### src/rtl/input_port_ctrl_if.sv
// input_port_ctrl_if
//   Bundles the flit-in, arbiter and flit-out signals of one crossbar input
//   port so the controller and its environment connect through one port.
//   Optional feature macro: INPUT_PORT_TIMEOUT_EN (adds the drop signal).
// Signals
//   in_valid/in_ready/in_data/in_last    upstream flit handshake
//   arb_addr/arb_busy                    busy-select query of an output
//   claim_req/claim_grant/release_pulse  central lock claim and release
//   out_valid/out_ready/out_data/out_last crossbar flit handshake
//   drop                                 packet discarded pulse (timeout build)
// Modports
//   master  the input port controller
//   slave   the surrounding router fabric (upstream, arbiter, crossbar)
// "release" is a reserved word in SystemVerilog, so the free-output pulse
// is carried as release_pulse.
interface input_port_ctrl_if #(
    parameter int DATA_W = 32
);
    logic              in_valid;
    logic              in_ready;
    logic [DATA_W-1:0] in_data;
    logic              in_last;
    logic [3:0]        arb_addr;
    logic              arb_busy;
    logic              claim_req;
    logic              claim_grant;
    logic              release_pulse;
    logic              out_valid;
    logic              out_ready;
    logic [DATA_W-1:0] out_data;
    logic              out_last;
`ifdef INPUT_PORT_TIMEOUT_EN
    logic              drop;
`endif

    modport master (
        input  in_valid, in_data, in_last, arb_busy, claim_grant, out_ready,
`ifdef INPUT_PORT_TIMEOUT_EN
        output drop,
`endif
        output in_ready, arb_addr, claim_req, release_pulse, out_valid,
               out_data, out_last
    );

    modport slave (
        output in_valid, in_data, in_last, arb_busy, claim_grant, out_ready,
`ifdef INPUT_PORT_TIMEOUT_EN
        input  drop,
`endif
        input  in_ready, arb_addr, claim_req, release_pulse, out_valid,
               out_data, out_last
    );
endinterface

### src/rtl/input_port_ctrl.sv
// input_port_ctrl
//   Per-input-port controller of the 16x16 crossbar router. Buffers incoming
//   flits in a small FIFO, takes the destination from the header flit's low
//   nibble, waits for that output to be free, claims it through the central
//   lock, streams the packet out and releases the output after the last flit.
//   Optional feature macro: INPUT_PORT_TIMEOUT_EN -- a packet that cannot win
//   its output within TIMEOUT_CYC request cycles is discarded.
// Parameters
//   DATA_W       flit width; header flit carries the destination in [3:0]
//   DEPTH        FIFO entries, power of 2, >= 2
//   TIMEOUT_CYC  request wait limit (timeout build only), >= 1
// Ports
//   clk   rising-edge clock
//   rst   asynchronous active-high reset
//   bus   input_port_ctrl_if master modport (flit in, arbiter, flit out)
module input_port_ctrl #(
    parameter int DATA_W      = 32,
    parameter int DEPTH       = 8,
    parameter int TIMEOUT_CYC = 256
) (
    input  logic               clk,
    input  logic               rst,
    input_port_ctrl_if.master  bus
);
    localparam int AW = $clog2(DEPTH);
    localparam logic [AW:0] FULL_CNT = DEPTH[AW:0];

`ifdef INPUT_PORT_TIMEOUT_EN
    typedef enum logic [2:0] {IDLE, REQ, XFER, REL, DROP} state_t;
    localparam int CW = $clog2(TIMEOUT_CYC + 1);
    logic [CW-1:0] wait_cnt;
    logic          timeout_hit;
    logic          drop_pulse;
`else
    typedef enum logic [2:0] {IDLE, REQ, XFER, REL} state_t;
`endif

    state_t state, state_nx;

    logic [DATA_W:0]   mem [DEPTH];
    logic [AW-1:0]     wr_ptr;
    logic [AW-1:0]     rd_ptr;
    logic [AW:0]       count;
    logic              empty;
    logic              full;
    logic              push;
    logic              pop;
    logic [DATA_W-1:0] head_data;
    logic              head_last;
    logic [3:0]        dest;

    logic              claim;
    logic              rel;
    logic              ovalid;
    logic [3:0]        addr;

    assign empty     = (count == '0);
    assign full      = (count == FULL_CNT);
    assign push      = bus.in_valid && !full;
    assign head_data = mem[rd_ptr][DATA_W-1:0];
    assign head_last = mem[rd_ptr][DATA_W];

    // FIFO storage carries no reset; the head is only observed while the
    // count says it holds a valid entry.
    always_ff @(posedge clk) begin
        if (push) begin
            mem[wr_ptr] <= {bus.in_last, bus.in_data};
        end
    end

    // FIFO pointers and occupancy; a simultaneous push and pop keeps the count.
    always_ff @(posedge clk or posedge rst) begin
        if (rst) begin
            wr_ptr <= '0;
            rd_ptr <= '0;
            count  <= '0;
        end else begin
            if (push) begin
                wr_ptr <= wr_ptr + 1'b1;
            end
            if (pop) begin
                rd_ptr <= rd_ptr + 1'b1;
            end
            case ({push, pop})
                2'b10:   count <= count + 1'b1;
                2'b01:   count <= count - 1'b1;
                default: count <= count;
            endcase
        end
    end

    // State register and the destination captured from the header at the
    // IDLE -> REQ step (the header itself stays queued for forwarding).
    always_ff @(posedge clk or posedge rst) begin
        if (rst) begin
            state <= IDLE;
            dest  <= '0;
        end else begin
            state <= state_nx;
            if (state == IDLE && !empty) begin
                dest <= head_data[3:0];
            end
        end
    end

`ifdef INPUT_PORT_TIMEOUT_EN
    // Request-wait counter: cleared while idle so it starts at zero on REQ
    // entry, then counts every request cycle that ends without a grant.
    always_ff @(posedge clk or posedge rst) begin
        if (rst) begin
            wait_cnt <= '0;
        end else if (state == IDLE) begin
            wait_cnt <= '0;
        end else if (state == REQ && !(claim && bus.claim_grant)) begin
            wait_cnt <= wait_cnt + 1'b1;
        end
    end

    // The last allowed request cycle is the one where the count still reads
    // TIMEOUT_CYC-1; leaving at that edge gives exactly TIMEOUT_CYC REQ cycles.
    assign timeout_hit = (int'(wait_cnt) == TIMEOUT_CYC - 1);
`endif

    // Next-state and output decode.
    always_comb begin
        state_nx = state;
        addr     = '0;
        claim    = 1'b0;
        rel      = 1'b0;
        ovalid   = 1'b0;
        pop      = 1'b0;
`ifdef INPUT_PORT_TIMEOUT_EN
        drop_pulse = 1'b0;
`endif
        case (state)
            IDLE: begin
                if (!empty) begin
                    state_nx = REQ;
                end
            end
            REQ: begin
                addr  = dest;
                claim = !bus.arb_busy;
                if (claim && bus.claim_grant) begin
                    state_nx = XFER;
                end
`ifdef INPUT_PORT_TIMEOUT_EN
                else if (timeout_hit) begin
                    state_nx = DROP;
                end
`endif
            end
            XFER: begin
                addr   = dest;
                ovalid = !empty;
                pop    = ovalid && bus.out_ready;
                if (pop && head_last) begin
                    state_nx = REL;
                end
            end
            REL: begin
                addr     = dest;
                rel      = 1'b1;
                state_nx = IDLE;
            end
`ifdef INPUT_PORT_TIMEOUT_EN
            DROP: begin
                pop = !empty;
                if (pop && head_last) begin
                    drop_pulse = 1'b1;
                    state_nx   = IDLE;
                end
            end
`endif
            default: begin
                state_nx = IDLE;
            end
        endcase
    end

    assign bus.in_ready      = !full;
    assign bus.arb_addr      = addr;
    assign bus.claim_req     = claim;
    assign bus.release_pulse = rel;
    assign bus.out_valid     = ovalid;
    assign bus.out_data      = empty ? '0 : head_data;
    assign bus.out_last      = !empty && head_last;
`ifdef INPUT_PORT_TIMEOUT_EN
    assign bus.drop          = drop_pulse;
`endif

endmodule

### src/flat_wrapper.sv
// flat-port wrapper written by rule: the top's interface ports become plain ports
module input_port_ctrl_flat 
#(
    parameter int DATA_W      = 32,
    parameter int DEPTH       = 8,
    parameter int TIMEOUT_CYC = 256
)
  (clk, rst, bus_in_valid, bus_in_data, bus_in_last, bus_arb_busy, bus_claim_grant, bus_out_ready, bus_in_ready, bus_arb_addr, bus_claim_req, bus_release_pulse, bus_out_valid, bus_out_data, bus_out_last);
  input_port_ctrl_if #(.DATA_W(DATA_W)) bus_i ();
  input  logic clk;
  input  logic rst;
  input wire logic [$bits(bus_i.in_valid)-1:0] bus_in_valid;
  input wire logic [$bits(bus_i.in_data)-1:0] bus_in_data;
  input wire logic [$bits(bus_i.in_last)-1:0] bus_in_last;
  input wire logic [$bits(bus_i.arb_busy)-1:0] bus_arb_busy;
  input wire logic [$bits(bus_i.claim_grant)-1:0] bus_claim_grant;
  input wire logic [$bits(bus_i.out_ready)-1:0] bus_out_ready;
  output wire logic [$bits(bus_i.in_ready)-1:0] bus_in_ready;
  output wire logic [$bits(bus_i.arb_addr)-1:0] bus_arb_addr;
  output wire logic [$bits(bus_i.claim_req)-1:0] bus_claim_req;
  output wire logic [$bits(bus_i.release_pulse)-1:0] bus_release_pulse;
  output wire logic [$bits(bus_i.out_valid)-1:0] bus_out_valid;
  output wire logic [$bits(bus_i.out_data)-1:0] bus_out_data;
  output wire logic [$bits(bus_i.out_last)-1:0] bus_out_last;
  assign bus_i.in_valid = bus_in_valid;
  assign bus_i.in_data = bus_in_data;
  assign bus_i.in_last = bus_in_last;
  assign bus_i.arb_busy = bus_arb_busy;
  assign bus_i.claim_grant = bus_claim_grant;
  assign bus_i.out_ready = bus_out_ready;
  assign bus_in_ready = bus_i.in_ready;
  assign bus_arb_addr = bus_i.arb_addr;
  assign bus_claim_req = bus_i.claim_req;
  assign bus_release_pulse = bus_i.release_pulse;
  assign bus_out_valid = bus_i.out_valid;
  assign bus_out_data = bus_i.out_data;
  assign bus_out_last = bus_i.out_last;
  input_port_ctrl #(.DATA_W(DATA_W), .DEPTH(DEPTH), .TIMEOUT_CYC(TIMEOUT_CYC)) u_core (.clk(clk), .rst(rst), .bus(bus_i));
endmodule
### config.mk
export PLATFORM = sky130hd
export DESIGN_NAME = input_port_ctrl_flat
export DESIGN_NICKNAME = d
export VERILOG_FILES = /design/src/rtl/input_port_ctrl_if.sv /design/src/rtl/input_port_ctrl.sv /design/src/flat_wrapper.sv
export SDC_FILE = /design/constraint.sdc
export NUM_CORES = 1
export LEC_CHECK = 0
export ABC_AREA = 0
export BUFFER_PORTS_ARGS = -buffer_cell sky130_fd_sc_hd__buf_4
export CAP_MARGIN = 0
export CELL_PAD_IN_SITES_DETAIL_PLACEMENT = 1
export CELL_PAD_IN_SITES_GLOBAL_PLACEMENT = 1
export CORE_MARGIN = 2
export CORE_UTILIZATION = 32
export CTS_CLUSTER_DIAMETER = 80
export CTS_CLUSTER_SIZE = 40
export DETAILED_ROUTE_END_ITERATION = 12
export PLACE_DENSITY = 0.64
export SYNTH_ARGS = -nofsm -noshare
export SYNTH_HDL_FRONTEND = slang
export SYNTH_SLANG_ARGS = --single-unit
### constraint.sdc
create_clock -name clk -period 5.2 [get_ports clk]
set_input_delay 1.04 -clock clk [delete_from_list [all_inputs] [get_ports clk]]
set_output_delay 1.04 -clock clk [all_outputs]
set_load 0.1 [all_outputs]
== Yosys cells after proc, flatten, opt, wreduce, memory -nomap -nowiden ==
Memory sizes are Yosys's and may differ from the RTL's.
Index checks and enable logic that the tools add are counted.
Storage, ports and cells
  flip-flop bits (word level): 17
  memory bits (writable): 264
  output and inout bits: 41
  memories kept: 1
Cells by class
  add/subtract/negate cells: 4
  equality and inequality tests: 9
  muxes and demuxes: 13
  reductions and logical operators: 14
Memory list
  u_core.mem: words 8, bits a word 33, read ports 1, clocked after Yosys merged registers in 0, write ports 1, line input_port_ctrl.sv:40  | logic [DATA_W:0] mem [DEPTH];
Operator list (count)
  32-bit 2-to-1 mux: 1
  3-bit 2-to-1 mux: 3
  3-bit one-hot mux with 3 select lines: 1
  4-bit one-hot mux with 2 select lines: 1
  3-bit by 1-bit adder with 3-bit output (second input constant): 2
  3-bit by 2-bit == test with 1-bit output (second input constant): 2
  1-bit logical AND: 6
  1-bit 2-to-1 mux: 6
  4-bit by 1-bit adder with 4-bit output (second input constant): 1
  4-bit == test (second input constant): 1
  4-bit zero test: 1
  4-bit 2-to-1 mux: 1
  2-bit by 1-bit inequality test with 1-bit output (second input constant): 2
  4-bit by 1-bit subtractor with 4-bit output (second input constant): 1
  3-bit by 1-bit == test with 1-bit output (second input constant): 1
  1-bit zero test: 3
  3-bit zero test: 1
  3-bit AND reduction: 1
  3-bit OR reduction: 1
  2-bit by 1-bit == test with 1-bit output (second input constant): 1
  2-bit == test (second input constant): 1
  2-bit inequality test (second input constant): 1
  2-bit nonzero test: 1

== Logic depth before layout (Yosys ltp) ==
Gate-level depths: netlist (run 1).
  word-level depth: 6
  depth in mapped cells: 11
  gate-level depth less buffers: 10

== Worst setup path before layout (run 1) ==
Ideal clock, no wire load.
  kind: reg-to-reg
  from: reg u_core.count[3]
  to: mem u_core.mem[0][0] (netlist bit) (enable)
  library setup time: 0.464 ns
  arrival time: 3.863 ns
  data required time: 4.736 ns
  setup slack: 0.873 ns
  stages on the path, launching flop included: 5
  buffers on the path: 0
  cells stage by stage: dfrtp_1 > or4b_2 > nand2_1 > or2_2 > nor3_1
Between the ends
  cells in the longest elaborated chain, start to end: 5
RTL lines
  from (decl): line input_port_ctrl.sv:43  | logic [AW:0] count;
  from (signal assigned): line input_port_ctrl.sv:85  | 2'b10: count <= count + 1'b1;
  from (signal assigned): line input_port_ctrl.sv:86  | 2'b01: count <= count - 1'b1;
  from (signal assigned): line input_port_ctrl.sv:87  | default: count <= count;
  4-bit == test: line input_port_ctrl.sv:58  | assign full = (count == FULL_CNT);
  1-bit zero test
  named net bus_in_ready: line flat_wrapper.sv:18  | output wire logic [$bits(bus_i.in_ready)-1:0] bus_in_ready;
  1-bit logical AND: line input_port_ctrl.sv:59  | assign push = bus.in_valid && !full;
  1-bit 2-to-1 mux: line input_port_ctrl.sv:66  | if (push) begin
  1-bit 2-to-1 mux (implied by the code): line input_port_ctrl.sv:67  | mem[wr_ptr] <= {bus.in_last, bus.in_data};
  to (decl): line input_port_ctrl.sv:40
The timed path passes the listed nets, and every way through them passes these cells.

== Worst setup path after layout (run 1) ==
  from: reg u_core.rd_ptr[0]
  to: out bus_out_data[30]
Between the ends
  cells in the longest elaborated chain, start to end: 2
RTL lines
  from (decl): line input_port_ctrl.sv:42  | logic [AW-1:0] rd_ptr;
  from (signal assigned): line input_port_ctrl.sv:82  | rd_ptr <= rd_ptr + 1'b1;
  memory 8 x 33 bit
  32-bit 2-to-1 mux: line input_port_ctrl.sv:186  | assign bus.out_data = empty ? '0 : head_data;
  to (decl): line flat_wrapper.sv:23  | output wire logic [$bits(bus_i.out_data)-1:0] bus_out_data;
Every way passes these cells.

==> results of run 1 <==
## cells in the mapped netlist, types with 6 or more instances
cell,number,area [um^2]
edfxtp_1,264,7930
mux4_2,66,1490
nor2_1,41,154
mux2i_1,35,350
dfrtp_1,16,400
nand2_1,11,41.3
ha_1,10,125
buf_1,7,26.3
nor2b_1,6,37.5
## flip-flops by register name, summed over array words and instances, names as in the netlist
signal         count
u_core.count       4
u_core.rd_ptr      3
u_core.wr_ptr      3
u_core.dest        4
u_core.mem       264
u_core.state       2
## worst min-delay path: stages (launching register included)
cell     delay (ns)
dfrtp_1        0.36
nand2_1        0.05
o21ai_0        0.07
## cells by family (layout without fill, tap and decap cells)
kind of cell,count (synthesis),in the layout,synth area share
xor+xnor,8,8,0.00637
other cells,0,1,0
flops,280,280,0.757
compound gates,12,12,0.00694
buf+inv,27,123,0.0129
simple gates,78,78,0.0348
fa+ha+maj,10,10,0.0114
mux,104,104,0.170
## per-stage QoR
stage / setup slack [ns] / area, um^2 / utilization
after floorplan: 0.873 / 11000 / -
after global placement: 1.65 / 12200 / 0.363
after detailed placement: 1.65 / 12200 / 0.363
after CTS: 1.10 / 12700 / 0.378
after global routing: 0.991 / 12700 / 0.378
final: 1.24 / 12700 / 0.378
## worst paths after layout
kind                                   from                 to  slack [ns]  cells after the start
max                        u_core.rd_ptr[0]   bus_out_data[30]        1.24                      5
min                          u_core.dest[2]     u_core.dest[2]        0.50                      2
max reg2reg                 u_core.count[1]  u_core.mem[4][30]        2.34                      5
min reg2reg                  u_core.dest[2]     u_core.dest[2]        0.50                      2
max in group asynchronous               rst   u_core.rd_ptr[0]        4.09                      2
min in group asynchronous               rst    u_core.state[0]        0.62                      2
## layer usage
metal / vias to the layer above / part of all wire
met2: 86 / 0.52
li1: 2274 / -
met4: 0 / 0.013
met1: 2716 / 0.44
met3: 20 / 0.036
met5: - / 0
## cell type report
type,count,area [um^2]
Fill cell,3289,21000
Sequential cell,280,8330
Multi-Input combinational cell,212,2590
Timing Repair Buffer,96,721
Tap cell,448,561
Clock buffer,15,375
Clock inverter,9,143
Inverter,3,11.3
Antenna cell,1,2.50
==> impl_results.md, run 1 <==
- Sequential fraction of the synthesis area: 0.757
- Starting Density: 0.326
- Row count: 67
- Fin cells: 1064
- CTS Buffer Depth: 3
- WL per Instance: 21.8 um
- TritonCTS buffer count: 14
- CP max-delay cell: dfrtp_4
- CORE AREA: 33700 um^2
- CP required: 4.16 ns
- Clock root buffer: clkbuf_16
- Nets: 656
- Setup TNS: 0 ns
- Largest net degree at the start of global routing: 40
- Final WL: 23.2 mm
- Unrepaired setup endpoints after global routing: no
- Crit path kind: flop to output port
- CTS Sinks: 280
- F_max: 252 MHz
- Critical path buffers and inverters: 2
- Max-slew violations: 0
- Initial antenna violation count: 1
- DR iter-0 viols: 358
- Synth Warn #: 0
- Area growth syn-to-layout: 15.8%
- GR Util met3: 0.0221
- Synth unique cells: 37
- Synth Instances: 519
- Post-Synthesis Cell Area: 11000 um^2
- Synth async-reset ratio: 0.0571
- DR DRC count: 0
- Via count: 5096
- Number of synthesized flops with an enable pin: 264
- CP arrival: 2.92 ns
- Worst Tran Pin Value: 1.10 ns
- CP Max Fanout: 39
- Most frequent cells in the layout: edfxtp_1, buf_4, mux4_2
- Tot GR Track Use: 0.131
- Critical Path, Cell by Cell: buf_4, mux4_2, mux2i_1, nor2_1, buf_4
- Worst hold path class: flop to flop
- CP endpoint kind: output port
- Rel. slew slack: 0.262
- TritonRoute pass-1 iters: 4
- Critical Path Most Common Cell: buf_4
- Die ar.: 35900 um^2
- Final period utilization: 0.762
- PostCTS Resize Cnt: 0
- Post-route minimum period: 3.96 ns
- DP HPWL: 14.3 mm
- Vias per Instance: 4.79
- Clk slew on worst S/H paths: 0.11 ns
- Top FF cell, synth: edfxtp_1
- Die W: 189 um
- Max cap viols: 0
- Grt ovf: 0
- Syn nets: 568
- GR peak layer: met2
- Port bufs: 79
- Routability cong.: 0.692
- Layout cells sized above 1: 0.337
- Post-CTS setup buffers: 0
- Avg Cell Area, Syn: 21.2 um^2
- CTS tree: done
- Final Setup Violations: 0
- First-pass GRT wire length: 35.2 mm
- IO Pins: 80
- Number of global-route vias before repair: 5706
- H-Tree Depth: 1
- Most common cell after layout, fill and taps aside: edfxtp_1
- Worst hold slack: 0.502 ns
- Outcome: finished, final reports clean
- Met2 Resource Use GR: 0.235
- Met1 Usage GRT: 0.168
- Final Skew: 0.0177 ns
- Delay-heaviest family, CP: flip-flops
- Number of hold buffers added after cts: 0
- Worst Setup Start Kind: flop
- Antenna viol nets, final: 0
- Placed insts: 1039
- Final Hold Viols: 0
- Synth Register Bits: 280
- Largest stage delay, worst path: 0.96 ns
- Clock Latency Late Sink: 0.50 ns
- Die Ht: 189 um
Power of run 1 is not shown: default switching activity piles up to over one toggle a cycle in this logic, so the estimate is an artifact.
==> inputs of run 2 (changes only) <==
Settings changed: PLACE_DENSITY 0.64 to 0.66.
Clock period 5.2 ns to 3.6 ns, I/O delays scaled along.
==> impl_results.md, run 2 (synthesis gave the netlist of run 1 again) <==
- Largest stage delay, worst path: 0.75 ns
- F_max: 291 MHz
- CP endpoint kind: output port
- Row count: 67
- Final Setup Violations: 0
- Most frequent cells in the layout: edfxtp_1, buf_4, mux4_2
- Routability cong.: 0.701
- Area growth syn-to-layout: 17.1%
- Delay-heaviest family, CP: flip-flops
- Tot GR Track Use: 0.132
- IO Pins: 80
- CP required: 2.88 ns
- Top Registers: u_core.mem x264, u_core.count x4, u_core.dest x4
- Unrepaired setup endpoints after global routing: no
- Clk slew on worst S/H paths: 0.14 ns
- CP arrival: 2.72 ns
- Critical Path, Cell by Cell: buf_4, mux2i_1, nor2_1, buf_4
- CTS Sinks: 280
- Die ar.: 35900 um^2
- Vias per Instance: 4.82
- Max cap viols: 0
- H-Tree Depth: 1
- Clock root buffer: clkbuf_16
- Clock Latency Late Sink: 0.50 ns
- Nets: 659
- Diodes inserted: 0
- R2R cell count: 6
- WP depth: 4
- TritonCTS buffer count: 14
- Worst Tran Pin Value: 0.733 ns
- Most common cell after layout, fill and taps aside: edfxtp_1
- Via count: 5134
- Max-slew violations: 0
- TritonRoute pass-1 iters: 4
- Starting Density: 0.326
- DR iter-0 viols: 410
- Antenna viol nets, final: 0
- Rel. slew slack: 0.509
- Layout cells sized above 1: 0.340
- Post-Place Setup Slack: 0.656 ns
- DR DRC count: 0
- Post-CTS setup buffers: 0
- Critical Path Most Common Cell: buf_4
- Final WL: 23.3 mm
- CP Max Fanout: 25
- WL per Instance: 21.8 um
- Worst Setup Start Kind: flop
- First-pass GRT wire length: 36.1 mm
- Grt ovf: 0
- Port bufs: 79
- Setup TNS: 0 ns
- Initial antenna violation count: 0
- CTS tree: done
- Die W: 189 um
- Number of global-route vias before repair: 5942
- Die Ht: 189 um
- CTS Buffer Depth: 3
- Worst setup margin: 0.159 ns
- CP max-delay cell: dfrtp_2
- Critical path buffers and inverters: 2
- Final period utilization: 0.956
- Final Hold Viols: 0
- Number of hold buffers added after cts: 0
- Crit path kind: flop to output port
- Post-route minimum period: 3.44 ns
- CORE AREA: 33700 um^2
- Largest net degree at the start of global routing: 41
- Worst hold path class: input pin to asynchronous set/reset pin
- DP HPWL: 14.6 mm
- Biggest register: u_core.mem
- Outcome: finished, final reports clean
- Final Skew: 0.0324 ns
- PostCTS Resize Cnt: 0
- FILL cells: 3288
- Max reg flops: 264
## run 2: cell types whose count changed in the layout (fill, tap and decap cells not counted)
cell	before	now
clkinvlp_4	1	0
diode_2	1	0
inv_8	1	0
clkinv_16	1	3
buf_12	0	5
nor3_4	0	2
buf_4	96	94
nor3_2	2	0
## run 2: layer usage
layer	wire (um)	global-route usage	part of all wire
met1	10000	0.170	0.43
met2	12100	0.238	0.52
met3	769	0.0185	0.033
met4	384	0.0289	0.017
met5	0	0	0
## run 2: worst paths after layout
| kind | from | endpoint | slack [ns] |
|---|---|---|---|
| worst max-delay path | u_core.rd_ptr[1] | bus_out_last | 0.16 |
| worst min-delay path | rst | u_core.dest[2] | 0.29 |
| worst max register to register | u_core.count[1] | u_core.count[3] | 0.76 |
| worst min register to register | u_core.dest[3] | u_core.dest[3] | 0.50 |
| max in group asynchronous | rst | u_core.rd_ptr[0] | 2.81 |
| min in group clk | bus_in_data[30] | u_core.mem[6][30] | 0.43 |
## run 2: layout make-up
type | count | area (um^2) | share of cell area
timing repair buffer | 99 | 806 | 0.0626
tap | 448 | 561 | 0.0435
inverter | 3 | 11.3 | 0.000875
sequential | 280 | 8330 | 0.647
clock buffer | 15 | 375 | 0.0292
clock inverter | 9 | 184 | 0.0143
multi-input combinational | 212 | 2610 | 0.202
## run 2: per-stage QoR
step	util	instance area, um^2	hold WS (ns)	std cells
4_1_cts	0.382	12900	0.314	1066
5_1_grt	0.382	12900	0.341	1066
3_3_place_gp	0.365	12300	0.458	1042
6_report	0.382	12900	0.287	1066
3_5_place_dp	0.365	12300	0.471	1042
2_1_floorplan	-	11000	0.442	519
Power of run 2 is left out for the same reason.
==> inputs of run 3 (changes only) <==
Settings changed: CTS_BUF_LIST set to sky130_fd_sc_hd__clkbuf_4.
==> impl_results.md, run 3 (synthesis gave the netlist of run 1 again) <==
- Final WL: 23.5 mm
- F_max: 292 MHz
- Max reg flops: 264
- Final Hold Viols: 0
- Placed insts: 1042
- Layout cells sized above 1: 0.348
- Via count: 5158
- Design Area, Final: 12700 um^2
- Starting Density: 0.326
- H-Tree Depth: 1
- Clock Latency Late Sink: 0.73 ns
- Max-slew violations: 0
- Vias per Instance: 4.81
- Unrepaired setup endpoints after global routing: no
- TritonCTS buffer count: 14
- Largest net degree at the start of global routing: 41
- Nets: 665
- Core Util, Final: 0.378
- CP arrival: 2.71 ns
- Die ar.: 35900 um^2
- DP HPWL: 14.6 mm
- Number of global-route vias before repair: 5992
- Initial antenna violation count: 1
- Final Setup Violations: 0
- Top Registers: u_core.mem x264, u_core.count x4, u_core.dest x4
- Area growth syn-to-layout: 15.7%
- CTS tree: done
- Outcome: finished, final reports clean
- CP Max Fanout: 16
- Worst hold path class: input pin to flop
- Rel. slew slack: 0.514
- Clock root buffer: clkbuf_4
- Setup TNS: 0 ns
- CP required: 2.88 ns
- Antenna viol nets, final: 0
- Crit path kind: flop to output port
- CTS Sinks: 280
- Grt ovf: 0
- Max cap viols: 0
- WL per Instance: 21.9 um
- CORE AREA: 33700 um^2
- Clk slew on worst S/H paths: 0.36 ns
- DR DRC count: 0
- CP endpoint kind: output port
- Tot GR Track Use: 0.132
- Area post-placement: 12300 um^2
- Worst Hold Launch: bus_in_data[2]
- Worst Setup Start Kind: flop
- Routability cong.: 0.701
- Post-route minimum period: 3.43 ns
- Final period utilization: 0.951
- Worst Tran Pin Value: 0.727 ns
- Row count: 67
- Die W: 189 um
- Most frequent cells in the layout: edfxtp_1, buf_4, mux4_2
- DR iter-0 viols: 379
- CTS Buffer Depth: 3
- Biggest register: u_core.mem
- Fin cells: 1073
- Most common cell after layout, fill and taps aside: edfxtp_1
- Final Skew: 0.124 ns
- IO Pins: 80
- Worst r2r src: u_core.count[1]
- First-pass GRT wire length: 35.9 mm
- Port bufs: 79
- TritonRoute pass-1 iters: 4
- Die Ht: 189 um
- Critical Path Start: u_core.rd_ptr[0]
==> run 3: changes by cell type in the layout (fill, tap and decap cells not counted), moves of 2 or more <==
cell	previous run	this run
buf_12	5	7
buf_4	94	90
buf_6	0	6
clkbuf_16	15	0
clkbuf_4	0	15
mux2i_1	35	33
mux2i_2	0	2
==> run 3: path summary, 6_finish.rpt <==
check	endpoint	slack [ns]	cells after the start
max	bus_out_data[2]	0.17	6
min	u_core.mem[3][2]	0.15	1
max reg2reg	u_core.count[3]	0.71	6
min reg2reg	u_core.dest[1]	0.53	2
max in group asynchronous	u_core.state[0]	2.55	3
min in group asynchronous	u_core.dest[2]	0.54	3
==> run 3: per-stage QoR <==
step	hold slack (ns)	worst slack, ns
final	0.147	0.175
after global routing	0.0945	0.0211
after CTS	0.105	0.0334
after detailed placement	0.471	0.656
after global placement	0.458	0.723
after floorplan	0.442	0.163
==> run 3: worst max-delay path, cell delays in order, from the launching register on <==
cell and delay, ns:
dfrtp_4 0.54, buf_12 0.15, buf_12 0.18, mux4_2 0.53
mux2i_2 0.25, nor2_1 0.07, buf_4 0.24
==> run 3: per-layer routing <==
metal | wire (um) | GRT usage | share of wire
met5 | 0 | 0 | 0
met2 | 12200 | 0.240 | 0.52
met4 | 456 | 0.0304 | 0.019
met1 | 9990 | 0.166 | 0.43
met3 | 831 | 0.0185 | 0.035
==> run 3: cell type report <==
type	count	area [um^2]
antenna	1	2.50
clock buffer	15	113
clock inverter	9	184
fill	3312	21000
inverter	3	11.3
multi-input combinational	212	2610
sequential	280	8340
tap	448	561
timing repair buffer	105	908
==> run 3: timing repair <==
action                                  CTS  global route
endpoints found under the hold margin     1             0
hold buffers                              1             0
cloned                                    0             0
setup buffers                             4             1
endpoints found under the setup margin   27             8
gates resized for setup                   3             5
Power of run 3 is left out for the same reason.
